==> config.mk <==
export PLATFORM = sky130hd
export DESIGN_NAME = mdio_master
export DESIGN_NICKNAME = d
export VERILOG_FILES = /design/src/rtl/mdio_pkg.sv /design/src/rtl/mdio_mdc_gen.sv /design/src/rtl/mdio_master.sv
export SDC_FILE = /design/constraint.sdc
export NUM_CORES = 1
export LEC_CHECK = 0
export ABC_AREA = 1
export BUFFER_PORTS_ARGS = -buffer_cell sky130_fd_sc_hd__buf_2
export CAP_MARGIN = 10
export CORE_UTILIZATION = 35
export CTS_CLUSTER_DIAMETER = 200
export DETAILED_ROUTE_END_ITERATION = 6
export HOLD_SLACK_MARGIN = 0.02
export PLACE_DENSITY_LB_ADDON = 0.08
export SETUP_SLACK_MARGIN = 0.15
export SYNTH_ARGS = -nofsm -noshare
export SYNTH_HDL_FRONTEND = slang
export SYNTH_SLANG_ARGS = --single-unit
==> constraint.sdc <==
create_clock -name clk -period 2.7 [get_ports clk]
set_input_delay 0.54 -clock clk [delete_from_list [all_inputs] [get_ports clk]]
set_output_delay 0.54 -clock clk [all_outputs]
set_load 0.03 [all_outputs]
==> src/rtl/mdio_pkg.sv <==
// mdio_pkg: shared types and constants for the MDIO management master.
//   mdio_state_t : frame sequencer states
//   ST_* / OP*   : start-of-frame and opcode field values for Clause 22/45
//   is_read()    : classifies a (clause, op) pair as a read-type frame
package mdio_pkg;

  typedef enum logic [2:0] {
    IDLE,
    PRE,
    HDR,
    TA,
    DATA,
    GAP
  } mdio_state_t;

  localparam logic [1:0] ST_C22       = 2'b01;
  localparam logic [1:0] ST_C45       = 2'b00;

  localparam logic [1:0] OP22_WRITE   = 2'b01;
  localparam logic [1:0] OP22_READ    = 2'b10;

  localparam logic [1:0] OP45_ADDR    = 2'b00;
  localparam logic [1:0] OP45_WRITE   = 2'b01;
  localparam logic [1:0] OP45_READ    = 2'b11;
  localparam logic [1:0] OP45_PRD_INC = 2'b10;

  // TA pattern the master drives on write-type frames
  localparam logic [1:0] TA_WRITE     = 2'b10;

  localparam int HDR_BITS  = 14;
  localparam int TA_BITS   = 2;
  localparam int DATA_BITS = 16;

  // Any opcode that is not a read is executed as a write-type frame,
  // including the illegal Clause 22 codes.
  function automatic logic is_read(input logic clause45, input logic [1:0] op);
    if (clause45) begin
      return (op == OP45_READ) || (op == OP45_PRD_INC);
    end
    return (op == OP22_READ);
  endfunction

endpackage

==> src/rtl/mdio_mdc_gen.sv <==
// mdio_mdc_gen: gated MDC divider.
//   clk        : system clock
//   i_reset_n  : async active-low reset
//   i_en       : run the divider; when low MDC is parked low and the phase restarts
//   o_mdc      : management clock, MDC_DIVISOR/2 cycles low then high
//   o_rise_stb : high in the cycle whose closing edge drives MDC high
//   o_fall_stb : high in the cycle whose closing edge drives MDC low
module mdio_mdc_gen
  import mdio_pkg::*;
#(
  parameter int MDC_DIVISOR = 50
) (
  input  logic clk,
  input  logic i_reset_n,
  input  logic i_en,
  output logic o_mdc,
  output logic o_rise_stb,
  output logic o_fall_stb
);

  localparam int HALF = MDC_DIVISOR / 2;
  localparam int CW   = (HALF > 1) ? $clog2(HALF) : 1;
  localparam logic [CW-1:0] HALF_LOAD = CW'(HALF - 1);

  logic [CW-1:0] r_cnt;
  logic          r_mdc;
  logic          w_tc;

  // Strobes lead the MDC edge by one clk so the sequencer can update MDIO
  // on the very edge where MDC toggles.
  assign w_tc       = i_en && (r_cnt == '0);
  assign o_rise_stb = w_tc && !r_mdc;
  assign o_fall_stb = w_tc && r_mdc;
  assign o_mdc      = r_mdc;

  always_ff @(posedge clk or negedge i_reset_n) begin
    if (!i_reset_n) begin
      r_cnt <= HALF_LOAD;
      r_mdc <= 1'b0;
    end else if (!i_en) begin
      r_cnt <= HALF_LOAD;
      r_mdc <= 1'b0;
    end else if (w_tc) begin
      r_cnt <= HALF_LOAD;
      r_mdc <= ~r_mdc;
    end else begin
      r_cnt <= r_cnt - 1'b1;
    end
  end

endmodule

==> src/rtl/mdio_master.sv <==
// mdio_master: Clause 22 / Clause 45 MDIO management master.
//   clk, i_reset_n            : system clock, async active-low reset
//   i_start                   : one-cycle request, accepted only when idle
//   i_clause45, i_op          : frame type and raw OP field
//   i_phy_addr, i_reg_addr    : PHYAD/PRTAD and REGAD/DEVAD
//   i_data                    : write data or Clause 45 address
//   o_busy                    : frame in progress (including idle gap)
//   o_dv                      : one-cycle end-of-frame pulse
//   o_data, o_ta_err          : read result and missing-PHY flag
//   o_mdc                     : management clock, low when idle
//   o_mdio_out, o_mdio_oe     : MDIO pin drive value and enable
//   i_mdio_in                 : MDIO pin readback
//
// state | meaning
// IDLE  | waiting for i_start, MDC parked low, MDIO released
// PRE   | driving PREAMBLE_BITS ones
// HDR   | driving ST, OP, PHY, REG (14 bits)
// TA    | turnaround: drive 10 on writes, release and sample on reads
// DATA  | 16 data bits MSB first, driven or sampled
// GAP   | IDLE_BITS MDC periods with MDIO released, then report result
module mdio_master
  import mdio_pkg::*;
#(
  parameter int MDC_DIVISOR   = 50,
  parameter int PREAMBLE_BITS = 32,
  parameter int IDLE_BITS     = 1
) (
  input  logic        clk,
  input  logic        i_reset_n,
  input  logic        i_start,
  input  logic        i_clause45,
  input  logic [1:0]  i_op,
  input  logic [4:0]  i_phy_addr,
  input  logic [4:0]  i_reg_addr,
  input  logic [15:0] i_data,
  output logic        o_busy,
  output logic        o_dv,
  output logic [15:0] o_data,
  output logic        o_ta_err,
  output logic        o_mdc,
  output logic        o_mdio_out,
  output logic        o_mdio_oe,
  input  logic        i_mdio_in
);

  // Counter must hold PREAMBLE_BITS-1 (<= 31) and IDLE_BITS-1.
  localparam int BC_W = (IDLE_BITS > 32) ? $clog2(IDLE_BITS) : 6;
  localparam logic [BC_W-1:0] PRE_LOAD  = BC_W'((PREAMBLE_BITS > 0) ? PREAMBLE_BITS - 1 : 0);
  localparam logic [BC_W-1:0] HDR_LOAD  = BC_W'(HDR_BITS - 1);
  localparam logic [BC_W-1:0] TA_LOAD   = BC_W'(TA_BITS - 1);
  localparam logic [BC_W-1:0] DATA_LOAD = BC_W'(DATA_BITS - 1);
  localparam logic [BC_W-1:0] GAP_LOAD  = BC_W'(IDLE_BITS - 1);

  mdio_state_t     r_state,   w_state_nxt;
  logic [BC_W-1:0] r_bit_cnt, w_bit_cnt_nxt;
  logic [31:0]     r_sr,      w_sr_nxt;
  logic            r_rd,      w_rd_nxt;
  logic [15:0]     r_rx,      w_rx_nxt;
  logic            r_ta_bit,  w_ta_bit_nxt;
  logic            r_mdio_out, w_out_nxt;
  logic            r_mdio_oe,  w_oe_nxt;
  logic            r_dv,       w_dv_nxt;
  logic [15:0]     r_data,     w_data_nxt;
  logic            r_ta_err,   w_err_nxt;
  logic [31:0]     w_sr_shift;
  logic            w_rise_stb;
  logic            w_fall_stb;
  logic            w_mdc_en;

  assign w_mdc_en = (r_state != IDLE);

  mdio_mdc_gen #(
    .MDC_DIVISOR (MDC_DIVISOR)
  ) u_mdc_gen (
    .clk        (clk),
    .i_reset_n  (i_reset_n),
    .i_en       (w_mdc_en),
    .o_mdc      (o_mdc),
    .o_rise_stb (w_rise_stb),
    .o_fall_stb (w_fall_stb)
  );

  always_ff @(posedge clk or negedge i_reset_n) begin
    if (!i_reset_n) begin
      r_state    <= IDLE;
      r_bit_cnt  <= '0;
      r_sr       <= '0;
      r_rd       <= 1'b0;
      r_rx       <= '0;
      r_ta_bit   <= 1'b0;
      r_mdio_out <= 1'b1;
      r_mdio_oe  <= 1'b0;
      r_dv       <= 1'b0;
      r_data     <= '0;
      r_ta_err   <= 1'b0;
    end else begin
      r_state    <= w_state_nxt;
      r_bit_cnt  <= w_bit_cnt_nxt;
      r_sr       <= w_sr_nxt;
      r_rd       <= w_rd_nxt;
      r_rx       <= w_rx_nxt;
      r_ta_bit   <= w_ta_bit_nxt;
      r_mdio_out <= w_out_nxt;
      r_mdio_oe  <= w_oe_nxt;
      r_dv       <= w_dv_nxt;
      r_data     <= w_data_nxt;
      r_ta_err   <= w_err_nxt;
    end
  end

  always_comb begin
    w_state_nxt   = r_state;
    w_bit_cnt_nxt = r_bit_cnt;
    w_sr_nxt      = r_sr;
    w_rd_nxt      = r_rd;
    w_rx_nxt      = r_rx;
    w_ta_bit_nxt  = r_ta_bit;
    w_out_nxt     = r_mdio_out;
    w_oe_nxt      = r_mdio_oe;
    w_dv_nxt      = 1'b0;
    w_data_nxt    = r_data;
    w_err_nxt     = r_ta_err;
    w_sr_shift    = {r_sr[30:0], 1'b0};

    // Input side: sample on the MDC rising edge.
    if (w_rise_stb) begin
      if (r_state == TA && r_bit_cnt == '0) w_ta_bit_nxt = i_mdio_in;
      if (r_state == DATA) w_rx_nxt = {r_rx[14:0], i_mdio_in};
    end

    // Output side: the bit register always holds the bit currently on the
    // wire at r_sr[31]; each MDC falling edge shifts the next one in.
    case (r_state)
      IDLE: begin
        if (i_start) begin
          w_sr_nxt = {(i_clause45 ? ST_C45 : ST_C22), i_op, i_phy_addr,
                      i_reg_addr, TA_WRITE, i_data};
          w_rd_nxt = is_read(i_clause45, i_op);
          w_oe_nxt = 1'b1;
          if (PREAMBLE_BITS > 0) begin
            w_state_nxt   = PRE;
            w_bit_cnt_nxt = PRE_LOAD;
            w_out_nxt     = 1'b1;
          end else begin
            w_state_nxt   = HDR;
            w_bit_cnt_nxt = HDR_LOAD;
            w_out_nxt     = w_sr_nxt[31];
          end
        end
      end
      PRE: begin
        if (w_fall_stb) begin
          if (r_bit_cnt == '0) begin
            w_state_nxt   = HDR;
            w_bit_cnt_nxt = HDR_LOAD;
            w_out_nxt     = r_sr[31];
          end else begin
            w_bit_cnt_nxt = r_bit_cnt - 1'b1;
          end
        end
      end
      HDR: begin
        if (w_fall_stb) begin
          w_sr_nxt  = w_sr_shift;
          w_out_nxt = w_sr_shift[31];
          if (r_bit_cnt == '0) begin
            w_state_nxt   = TA;
            w_bit_cnt_nxt = TA_LOAD;
            // Reads hand the line to the PHY for the whole turnaround.
            if (r_rd) begin
              w_oe_nxt  = 1'b0;
              w_out_nxt = 1'b1;
            end
          end else begin
            w_bit_cnt_nxt = r_bit_cnt - 1'b1;
          end
        end
      end
      TA: begin
        if (w_fall_stb) begin
          w_sr_nxt  = w_sr_shift;
          w_out_nxt = r_rd ? 1'b1 : w_sr_shift[31];
          if (r_bit_cnt == '0) begin
            w_state_nxt   = DATA;
            w_bit_cnt_nxt = DATA_LOAD;
          end else begin
            w_bit_cnt_nxt = r_bit_cnt - 1'b1;
          end
        end
      end
      DATA: begin
        if (w_fall_stb) begin
          w_sr_nxt  = w_sr_shift;
          w_out_nxt = r_rd ? 1'b1 : w_sr_shift[31];
          if (r_bit_cnt == '0) begin
            w_state_nxt   = GAP;
            w_bit_cnt_nxt = GAP_LOAD;
            w_oe_nxt      = 1'b0;
            w_out_nxt     = 1'b1;
          end else begin
            w_bit_cnt_nxt = r_bit_cnt - 1'b1;
          end
        end
      end
      GAP: begin
        if (w_fall_stb) begin
          if (r_bit_cnt == '0) begin
            w_state_nxt = IDLE;
            w_dv_nxt    = 1'b1;
            w_err_nxt   = 1'b0;
            if (r_rd) begin
              // A released line reads as 1 through the pull-up: no PHY.
              if (r_ta_bit) begin
                w_data_nxt = 16'hFFFF;
                w_err_nxt  = 1'b1;
              end else begin
                w_data_nxt = r_rx;
              end
            end
          end else begin
            w_bit_cnt_nxt = r_bit_cnt - 1'b1;
          end
        end
      end
      default: w_state_nxt = IDLE;
    endcase
  end

  assign o_busy     = (r_state != IDLE);
  assign o_dv       = r_dv;
  assign o_data     = r_data;
  assign o_ta_err   = r_ta_err;
  assign o_mdio_out = r_mdio_out;
  assign o_mdio_oe  = r_mdio_oe;

endmodule

== Word level (Yosys, flattened, before mapping) ==
Cells that the tools add are included.

* Flip-flop bits (word level): 85
* Latch bits: 0
* Bits in writable memories: 0
* ROM bits: 0
* Bits of input ports: 33
* Output and inout port bits: 22
* Logic and storage cells: 122
* Memories: 0

* $add $sub $neg: 2
* $mul: 0
* Divide/modulo/power cells: 0
* Order comparisons: 0
* Equality and inequality tests: 22
* Shift operators: 0
* Muxes and demuxes: 59
* Bitwise logic cells: 1
* Reductions and logical operators: 25

{| class="wikitable"
|+ Operators with widths
! operator !! number
|-
| two-way mux 6 bit || 11
|-
| two-way mux 32 bit || 2
|-
| one-hot mux 32 bit (2 select lines) || 1
|-
| one-hot mux 6 bit (6 select lines) || 1
|-
| two-way mux 3 bit || 11
|-
| two-way mux 1 bit || 27
|-
| one-hot mux 3 bit (6 select lines) || 1
|-
| two-way mux 16 bit || 1
|-
| != test 2 x 1 -> 1 bit, second input constant || 8
|-
| != test 2 bit, second input constant || 7
|-
| AND reduction 7 bit || 2
|-
| AND reduction 11 bit || 1
|-
| two-way mux 5 bit || 2
|-
| AND reduction 8 bit || 1
|-
| == test 3 x 2 -> 1 bit, second input constant || 2
|-
| == test 3 bit, second input constant || 2
|-
| zero test 6 bit || 1
|-
| AND reduction 2 bit || 3
|-
| AND reduction 3 bit || 2
|-
| nonzero test 3 bit || 2
|-
| nonzero test 6 bit || 1
|-
| subtractor 6 x 1 -> 6 bit, second input constant || 1
|-
| zero test 5 bit || 1
|-
| one-hot mux 1 bit (5 select lines) || 1
|-
| other kinds (13) || 17
|}

== Logic depth before layout (Yosys ltp) ==
Gate-level depths: netlist (run 1).

* Depth in word-level cells: 5
* Gate-level depth with buffers: 12
* Depth with buffers taken out: 11

== Modules after synthesis ==
Synthesis (run 1) repeated with hierarchy kept, for this count alone.

* Cell total of the unflattened synthesis: 468
* Area total of the unflattened synthesis: 4041.4 um^2

{| class="wikitable"
|+ Modules (own cells, without submodules)
! module !! instances !! cells each !! area each (um^2) !! sequential area each (um^2)
|-
| mdio_master || 1 || 432 || 3744.8 || 1978.1
|-
| mdio_mdc_gen || 1 || 36 || 296.5 || 152.6
|}

== Worst setup path after synthesis (run 1) ==
OpenSTA, ideal clock, no wires.

* Kind: flip-flop to flip-flop
* Start point: register u_mdc_gen.r_cnt[0]
* End point: register r_state[1]
* Setup time: 117 ps
* Data arrival time: 1555 ps
* Data required time: 2583 ps
* Path slack: 1028 ps
* Stages on the path, launching flop included: 12
* Path buffers: 0
* Clock period less this slack: 1672 ps
* Cells stage by stage: dfrtp_1 inv_1 ha_1 nand2_1 nor2_1 nand2_2 nor2_4 nand2_2 a21oi_1 nand2_1 nand2_1 nand2_1

* Cells in the longest elaborated chain, start to end: 5
* Elaborated cells between the ends (all ways): 9
* Classes of those cells: 5 x eq/ne; 4 x reduce/logical

{| class="wikitable"
|+ RTL lines
! item !! line !! text
|-
| start: declaration || mdio_mdc_gen.sv:25 || <nowiki>logic [CW-1:0] r_cnt;</nowiki>
|-
| start signal: assignment || mdio_mdc_gen.sv:47 || <nowiki>r_cnt <= r_cnt - 1'b1;</nowiki>
|-
| zero test 5 bit (*) || mdio_mdc_gen.sv:31 || <nowiki>assign w_tc = i_en && (r_cnt == '0);</nowiki>
|-
| logical AND 1 bit (*) || mdio_mdc_gen.sv:31 ||
|-
| logical AND 1 bit (*) || mdio_mdc_gen.sv:33 || <nowiki>assign o_fall_stb = w_tc && r_mdc;</nowiki>
|-
| != test 2 x 1 -> 1 bit (no line) || -- ||
|-
| AND reduction 11 bit (no line) (*) || -- ||
|-
| end signal: assignment || mdio_master.sv:97 || <nowiki>r_state <= w_state_nxt;</nowiki>
|-
| end: declaration || mdio_master.sv:54 || <nowiki>mdio_state_t r_state, w_state_nxt;</nowiki>
|}

Mark *: on every way between the ends. The rest lies on a longest branch, timed or not.
A chain may end at the register's enable or synchronous reset.

== Worst setup path after layout (run 1) ==
* Start point: register u_mdc_gen.r_cnt[0]
* End point: register r_bit_cnt[2]

* Cells in the longest elaborated chain, start to end: 5
* Elaborated cells between the ends (all ways): 9
* Classes of those cells: 5 x eq/ne; 4 x reduce/logical

{| class="wikitable"
|+ RTL lines
! item !! line !! text
|-
| zero test 5 bit (*) || mdio_mdc_gen.sv:31 ||
|-
| logical AND 1 bit (*) || mdio_mdc_gen.sv:31 ||
|-
| logical AND 1 bit (*) || mdio_mdc_gen.sv:33 ||
|-
| != test 2 x 1 -> 1 bit (no line) || -- ||
|-
| AND reduction 8 bit (no line) (*) || -- ||
|-
| end signal: assignment || mdio_master.sv:98 || <nowiki>r_bit_cnt <= w_bit_cnt_nxt;</nowiki>
|-
| end: declaration || mdio_master.sv:55 || <nowiki>logic [BC_W-1:0] r_bit_cnt, w_bit_cnt_nxt;</nowiki>
|}

Marks and branches as above.

==> results.md, run 1 <==
- Drt pass-1 iters: 4
- Crit path arrival time: 2.30 ns
- Worst setup EP type: flop
- First-pass GRT wire length: roughly 15,000 um
- Synth warn: 0
- Final non-filler cell total: 682
- Ant diodes: 0
- Synth Register Bits: 85
- Initial Util: between 30% and 40%
- RSZ-0062 raised after global routing: no
- Die area: between 10,000 and 15,000 um2
- DP HPWL: about 5600 um
- Startpoint types: flop
- Worst vdd ir: between 0.3 and 0.4 mV
- Status: finished, final reports clean
- Worst setup path class: flop to flop
- CTS Buffer Depth: 2
- Routed wire per std cell: approximately 12 um
- Initial DRC count: 136
- Vias per cell: about 4.7
- Syn nets: approximately 530
- Die height: 110 um
- Skew final: between 0.007 and 0.008 ns
- Port-buffer cells: 54
- Commonest non-fill, non-tap cells in the layout: nor2_1 (94), nand2_1 (85), dfrtp_1 (82)
- Postcts setup bufs: 0
- Seq/Total Area, Yosys: 52.4%
- IO Pins: between 50 and 60
- DP Cell Count: roughly 670
- Register area: about 2100 um2
- GR Util All Layers: approximately 16%
- Cell Chain, Critical Path: inv_1, ha_1, nand2_1, nor2_1, nand2_2, nor2_4, o21bai_1, nor2_1, nand2_1, o21ai_0
- Reg2reg start: u_mdc_gen.r_cnt[0]$_DFF_PN0_
- Setup TNS: 0 ns
- Vias in the first global route: slightly above 3,000
- Hold WC Path Type: input pin to asynchronous set/reset pin
- Fmax: 491 MHz
- Primary FF master, synth: dfrtp_1
- Netlist cell types: 29
- Clk pin slew, worst setup/hold paths: ~0.06 ns
- Final nets: 575
- CP top delay family: simple AND/OR/NAND/NOR gates
- Final hold viol count: 0
- Max_cap viols: 0
- Worst-margin pin slew: 0.630 ns
- Endpoints failing setup: 0
- Worst setup startpoint: u_mdc_gen.r_cnt[0]$_DFF_PN0_
- Crit-path max cell delay: approximately 0.52 ns
- Synthesized area: between 4000 and 5000 um2
- H-tree depth: 3
- CP max stage cell: nor2_1
- Critical Path RT: 2.96 ns
- Mean Syn Cell Area: 8.33 um2
- Max_slew headroom: a little under 60%
- Clock sink count: 85
- Slew Viols, Final: 0
- Most common cell after layout, fill and taps aside: nor2_1
- Largest fanout on the critical path: 11
- Post-Synthesis Cells: between 400 and 500
- Largest net degree at the start of global routing: 65
- Via count: between 3,000 and 4,000
- Rows: 38
- Worst skew pair latency: between 0.3 and 0.4 ns
- Routability cong.: 0.883
- Overflow after GRT: 0
- Die Width: between 100 and 150 um
- Post-CTS Resized: 0
- Initial antenna violation count: 0
- CTS Buf Count: 9
- Layout cell share with drive strength beyond 1: ~17%
- EDFF count, synth: 0
- Filler Cell Count: 1,133
- Tcrit/Tclk final: around three quarters
- Area occupied by multi-input gates: about 1700 um2
- Core box area: about 11,000 um2
- TritonCTS clock tree: built
- Async set-reset flop share out of synthesis: 100%
- CP Buf/Inv Count: 1
- DRT Wirelength: roughly 8300 um
- PwrDens: a little over 1000 nW/um2
- Cts hold-fix bufs: 0
- Min cycle time layout: just over 2 ns
- Area delta synth->final: 16.8%
- P_leak: around 2.3 nW
- # DRC: 0
- Detail Route Antenna Nets: 0
- Root Driver: clkbuf_16
[metrics by stage]
stage               hold WS (ns)  area, um2  setup WS [ns]  total power, mW  util [%]
finish                     0.223       4750          0.663             4.92      42.8
global route               0.279       4750          0.391             5.41      42.8
CTS                        0.242       4750          0.640             5.01      42.8
detailed placement         0.417       4470          0.665             3.82      40.4
global placement           0.415       4470          0.722             3.79      40.4
floorplan                  0.244       4060           1.03             3.38         -
[state kept, by name (all words and copies together) (netlist names)]
name             cells
o_mdio_oe            1
o_dv                 1
u_mdc_gen.o_mdc      1
r_rd                 1
o_data              16
r_rx                16
r_sr                32
r_bit_cnt            6
o_mdio_out           1
r_ta_bit             1
r_state              3
u_mdc_gen.r_cnt      5
o_ta_err             1
[worst reg2reg max path: stages, from the launching register on]
cell and delay (ns):
dfrtp_1 0.37, inv_1 0.09, ha_1 0.15, nand2_1 0.05, nor2_1 0.16, nand2_2 0.10
nor2_4 0.16, o21bai_1 0.13, nor2_1 0.52, nand2_1 0.14, o21ai_0 0.10
[worst paths after layout]
path	slack (ns)	to	depth (start not counted)
min in group clk	0.42	u_mdc_gen.r_cnt[0]$_DFF_PN0_	1
max reg2reg	0.66	r_bit_cnt[2]$_DFFE_PN0P_	10
min	0.22	r_bit_cnt[4]$_DFFE_PN0P_	1
min reg2reg	0.42	u_mdc_gen.r_cnt[0]$_DFF_PN0_	1
max in group asynchronous	1.84	r_sr[18]$_DFFE_PN0P_	2
max	0.66	r_bit_cnt[2]$_DFFE_PN0P_	10
[cells in the mapped netlist, drive strengths merged (4+ instances only)]
cell type	count	area, um2
a21oi	39	195
buf	16	90.1
clkbuf	5	20.0
dfrtp	82	2050
ha	4	50.1
inv	41	154
nand2	89	349
nand3	19	95.1
nor2	99	404
o21ai	51	267
o21bai	27	203
[metal layers]
metal  part of all wire [%]  GRT usage, %
met1                     52          22.3
met2                     43          23.0
met3                    3.6          3.32
met4                    1.7          7.14
met5                      0             0
[power by group]
| part | internal, mW | switching [mW] |
|---|---|---|
| Clock | 0.627 | 0.519 |
| Sequential | 1.65 | 0.231 |
| Combinational | 0.686 | 1.20 |
[cell type report]
type                    count  area share [%]
clock buffers               9            4.75
clock inverters             6            1.03
inverters                  41            3.24
multi-input cells         341            35.2
flip-flops and latches     85            44.9
well taps                 140            3.69
repair buffers             60            7.22
[cells by family (layout without fill, tap and decap cells)]
group | count (synthesis) | in the layout | synth area share (%)
and+or+nand+nor | 211 | 211 | 21.5
AOI/OAI and AO/OA | 120 | 120 | 16.9
DFF | 85 | 85 | 52.4
buffers and inverters | 62 | 116 | 6.50
adders and majority gates | 4 | 4 | 1.23
xor gates and xnor gates | 4 | 4 | 0.862
muxes | 2 | 2 | 0.554
Note: power is estimated with default switching activity, not from simulation.
==> run 2: changes to the inputs <==
- ABC_AREA: 1 -> 0
- clock period: 2.7 -> 1.7 ns (I/O delays scaled with it)
==> run 2 against run 1 <==
Count of clock-buffer cells in the layout rose by 1. Critical endpoint is now o_data[1]$_DFFE_PN0P_. The flow now finishes with violations (setup timing). Combinational power fell by 93%. First-iteration DRC count fell by 25%. Sequential power rose by 8%.
==> results.md, run 2 <==
- Status: complete, but fails checks
- Failing checks: setup timing
- Drt pass-1 iters: 4
- Register area: 2130 um2
- Commonest non-fill, non-tap cells in the layout: dfrtp_1 (80), buf_4 (74), nand2_1 (68)
- Mux contribution to synthesized area: about 5.3%
- Die height: ~110 um
- Slew Viols, Final: 0
- Max_slew headroom: roughly three fifths
- Worst skew pair latency: between 0.3 and 0.4 ns
- Crit-path max cell delay: just under 0.4 ns
- Design area: between 6000 and 7000 um2
- Biggest register: r_sr
- Seq/Total Area, Yosys: a little over half
- Rows: 38
- Largest fanout on the critical path: 8
- Syn nets: between 400 and 500
- Area share of the largest cell type after synthesis: around half
- PwrDens: 681 nW/um2
- Adder-cell area share of the yosys netlist: 1.25%
- Mean Syn Cell Area: between 9 and 10 um2
- Worst vdd ir: between 0.5 and 0.6 mV
- CP max stage cell: dfrtp_1
- Primary FF master, synth: dfrtp_1
- Filler Cell Count: approximately 1,000
- Crit path arrival time: between 2 and 2.5 ns
- Area leader, netlist: dfrtp_1
- Worst setup path class: flop to flop
- Worst setup EP type: flop
- Die Width: 109 um
- First-pass GRT wire length: 16,700 um
- Most common cell after layout, fill and taps aside: dfrtp_1
- Synth Area in Compound Gates: approximately 15%
- Vias in the first global route: between 3,000 and 4,000
- Largest net degree at the start of global routing: 33
- Routed wire per std cell: between 10 and 15 um
- Commonest cells in the netlist: dfrtp_1 (82), nor2_1 (77), nand2_1 (70), a31oi_1 (30), a21oi_1 (25)
- Detail Route Antenna Nets: 0
- Synthesized area: between 3000 and 4000 um2
- Skew final: 0.00816 ns
- Largest family of logic cells by synthesized area: simple AND/OR/NAND/NOR gates
- Most common cell in the netlist: dfrtp_1
- Largest cells by area after synthesis: dfrtp_1 (51%), nor2_1 (7.2%), nand2_1 (6.6%), mux2_2 (5.1%), a31oi_1 (4.7%)
- Setup TNS: -14.25 ns
- Layout cell share with drive strength beyond 1: about half
- Core box area: around 11,000 um2
- Synth warn: 0
- # DRC: 0
- DP HPWL: around 6400 um
- XOR/XNOR Fraction of Synth Area: 0.878%
- Final worst setup slack: -0.249 ns
- Post-Synth Simple-Gate Area: between 20% and 30%
- Cell Chain, Critical Path: inv_2, ha_4, nor4b_4, buf_4, nand2_8, buf_6, nor4_4, buf_6, buf_6, buf_8, a21oi_2
- Hold WC Path Type: input pin to flop
- Max_cap viols: 0
- Critical Path Most Common Cell: buf_6
- Routability cong.: around 0.8
- Critical Path RT: 1.94 ns
- Final nets: 613
- H-tree depth: 3
- Async set-reset flop share out of synthesis: 100%
- CTS Buffer Depth: 2
- Initial DRC count: ~100
- IO Pins: 55
- Clk pin slew, worst setup/hold paths: ~0.070 ns
- TritonCTS clock tree: built
- Vias per cell: ~5.0
- Area delta synth->final: 56.2%
- P_leak: about 2.8 nW
- DRT Wirelength: approximately 10,000 um
- Clock sink count: 85
- Fmax: just over 500 MHz
- Root Driver: clkbuf_16
- Initial Util: a little over a third
- GR Util All Layers: 18.5%
- Die area: 11,800 um2
- Largest register FFs: 32
- R2R Setup Slk: -0.25 ns
- Port-buffer cells: between 50 and 60
- Area after DPL: about 5000 um2
- Startpoint types: flop
- Synth Register Bits: between 80 and 90
- Final hold viol count: 0
- Initial antenna violation count: 0
- Worst-margin pin slew: ~0.61 ns
- Endpoints failing setup: just under 80
- Post-Synthesis Cells: between 400 and 500
- CTS Buf Count: 9
- RSZ-0062 raised after global routing: yes
- Overflow after GRT: 0
- EDFF count, synth: 0
- Via count: between 3,000 and 4,000
- Area occupied by multi-input gates: approximately 2200 um2
- Ant diodes: 0
- Tcrit/Tclk final: 115%
- Netlist cell types: 50
- Min cycle time layout: between 1.5 and 2 ns
run 2: critical path: cells and delay by family, from the launching register on:
kind	cells	cell delay, ns
buffers and inverters	6	0.84
and+or+nand+nor	3	0.43
DFF	1	0.39
adders and majority gates	1	0.12
AOI/OAI and AO/OA	1	0.05
run 2: timing repair:
item / 4_1_cts / 5_1_grt
hold endpoints to repair: 27 / 0
resized for setup: 67 / 86
cloned: 7 / 1
endpoints found under the setup margin: 79 / 81
setup buffers: 21 / 13
pin swaps: 13 / 23
hold buffers: 1 / 0
run 2: metrics by stage:
step                cells  hold slack, ns  util, %  setup slack (ns)  total power [mW]
finish                721           0.225     56.7            -0.249              4.24
global route          721           0.239     56.7            -0.364              4.39
CTS                   707           0.228     52.1            -0.243              4.29
detailed placement    662           0.320     44.7            -0.258              2.19
global placement      662           0.321     44.7            -0.192              2.19
floorplan             423          0.0444        -            -0.261              2.09
run 2: cell type report:
type,instances,area share [%]
clock buffer,10,3.84
multi-input combinational,302,35.0
inverter,12,0.723
tap,140,2.81
timing repair buffer,166,22.2
clock inverter,6,1.21
sequential,85,34.2
run 2: cells by family after synthesis:
group	after synthesis
buf+inv	36
mux	19
simple gates	186
compound gates	89
fa+ha+maj	4
xor+xnor	4
flops	85
run 2: path summary, 6_finish.rpt:
path,startpoint,to,cells after the start
worst max-delay path,u_mdc_gen.r_cnt[0]$_DFF_PN0_,o_data[1]$_DFFE_PN0P_,11
worst min-delay path,i_data[0],r_sr[0]$_DFFE_PN0P_,3
worst max register to register,u_mdc_gen.r_cnt[0]$_DFF_PN0_,o_data[1]$_DFFE_PN0P_,11
worst min register to register,o_data[0]$_DFFE_PN0P_,o_data[0]$_DFFE_PN0P_,2
max in group asynchronous,i_reset_n,r_rd$_DFFE_PN0P_,3
min in group asynchronous,i_reset_n,r_rx[1]$_DFFE_PN0P_,2
run 2: layer usage:
layer  GRT usage, %  routed length, um
met4           7.82                176
met3           3.41                312
met5              0                  0
met1           24.5               4850
met2           29.5               4930
run 2: power breakdown:
part | total [mW] | internal, mW | switching (mW)
sequential | 2.03 | 2.02 | 0.00678
clock | 2.09 | 1.21 | 0.880
combinational | 0.130 | 0.0522 | 0.0775
total | 4.24 | 3.28 | 0.965
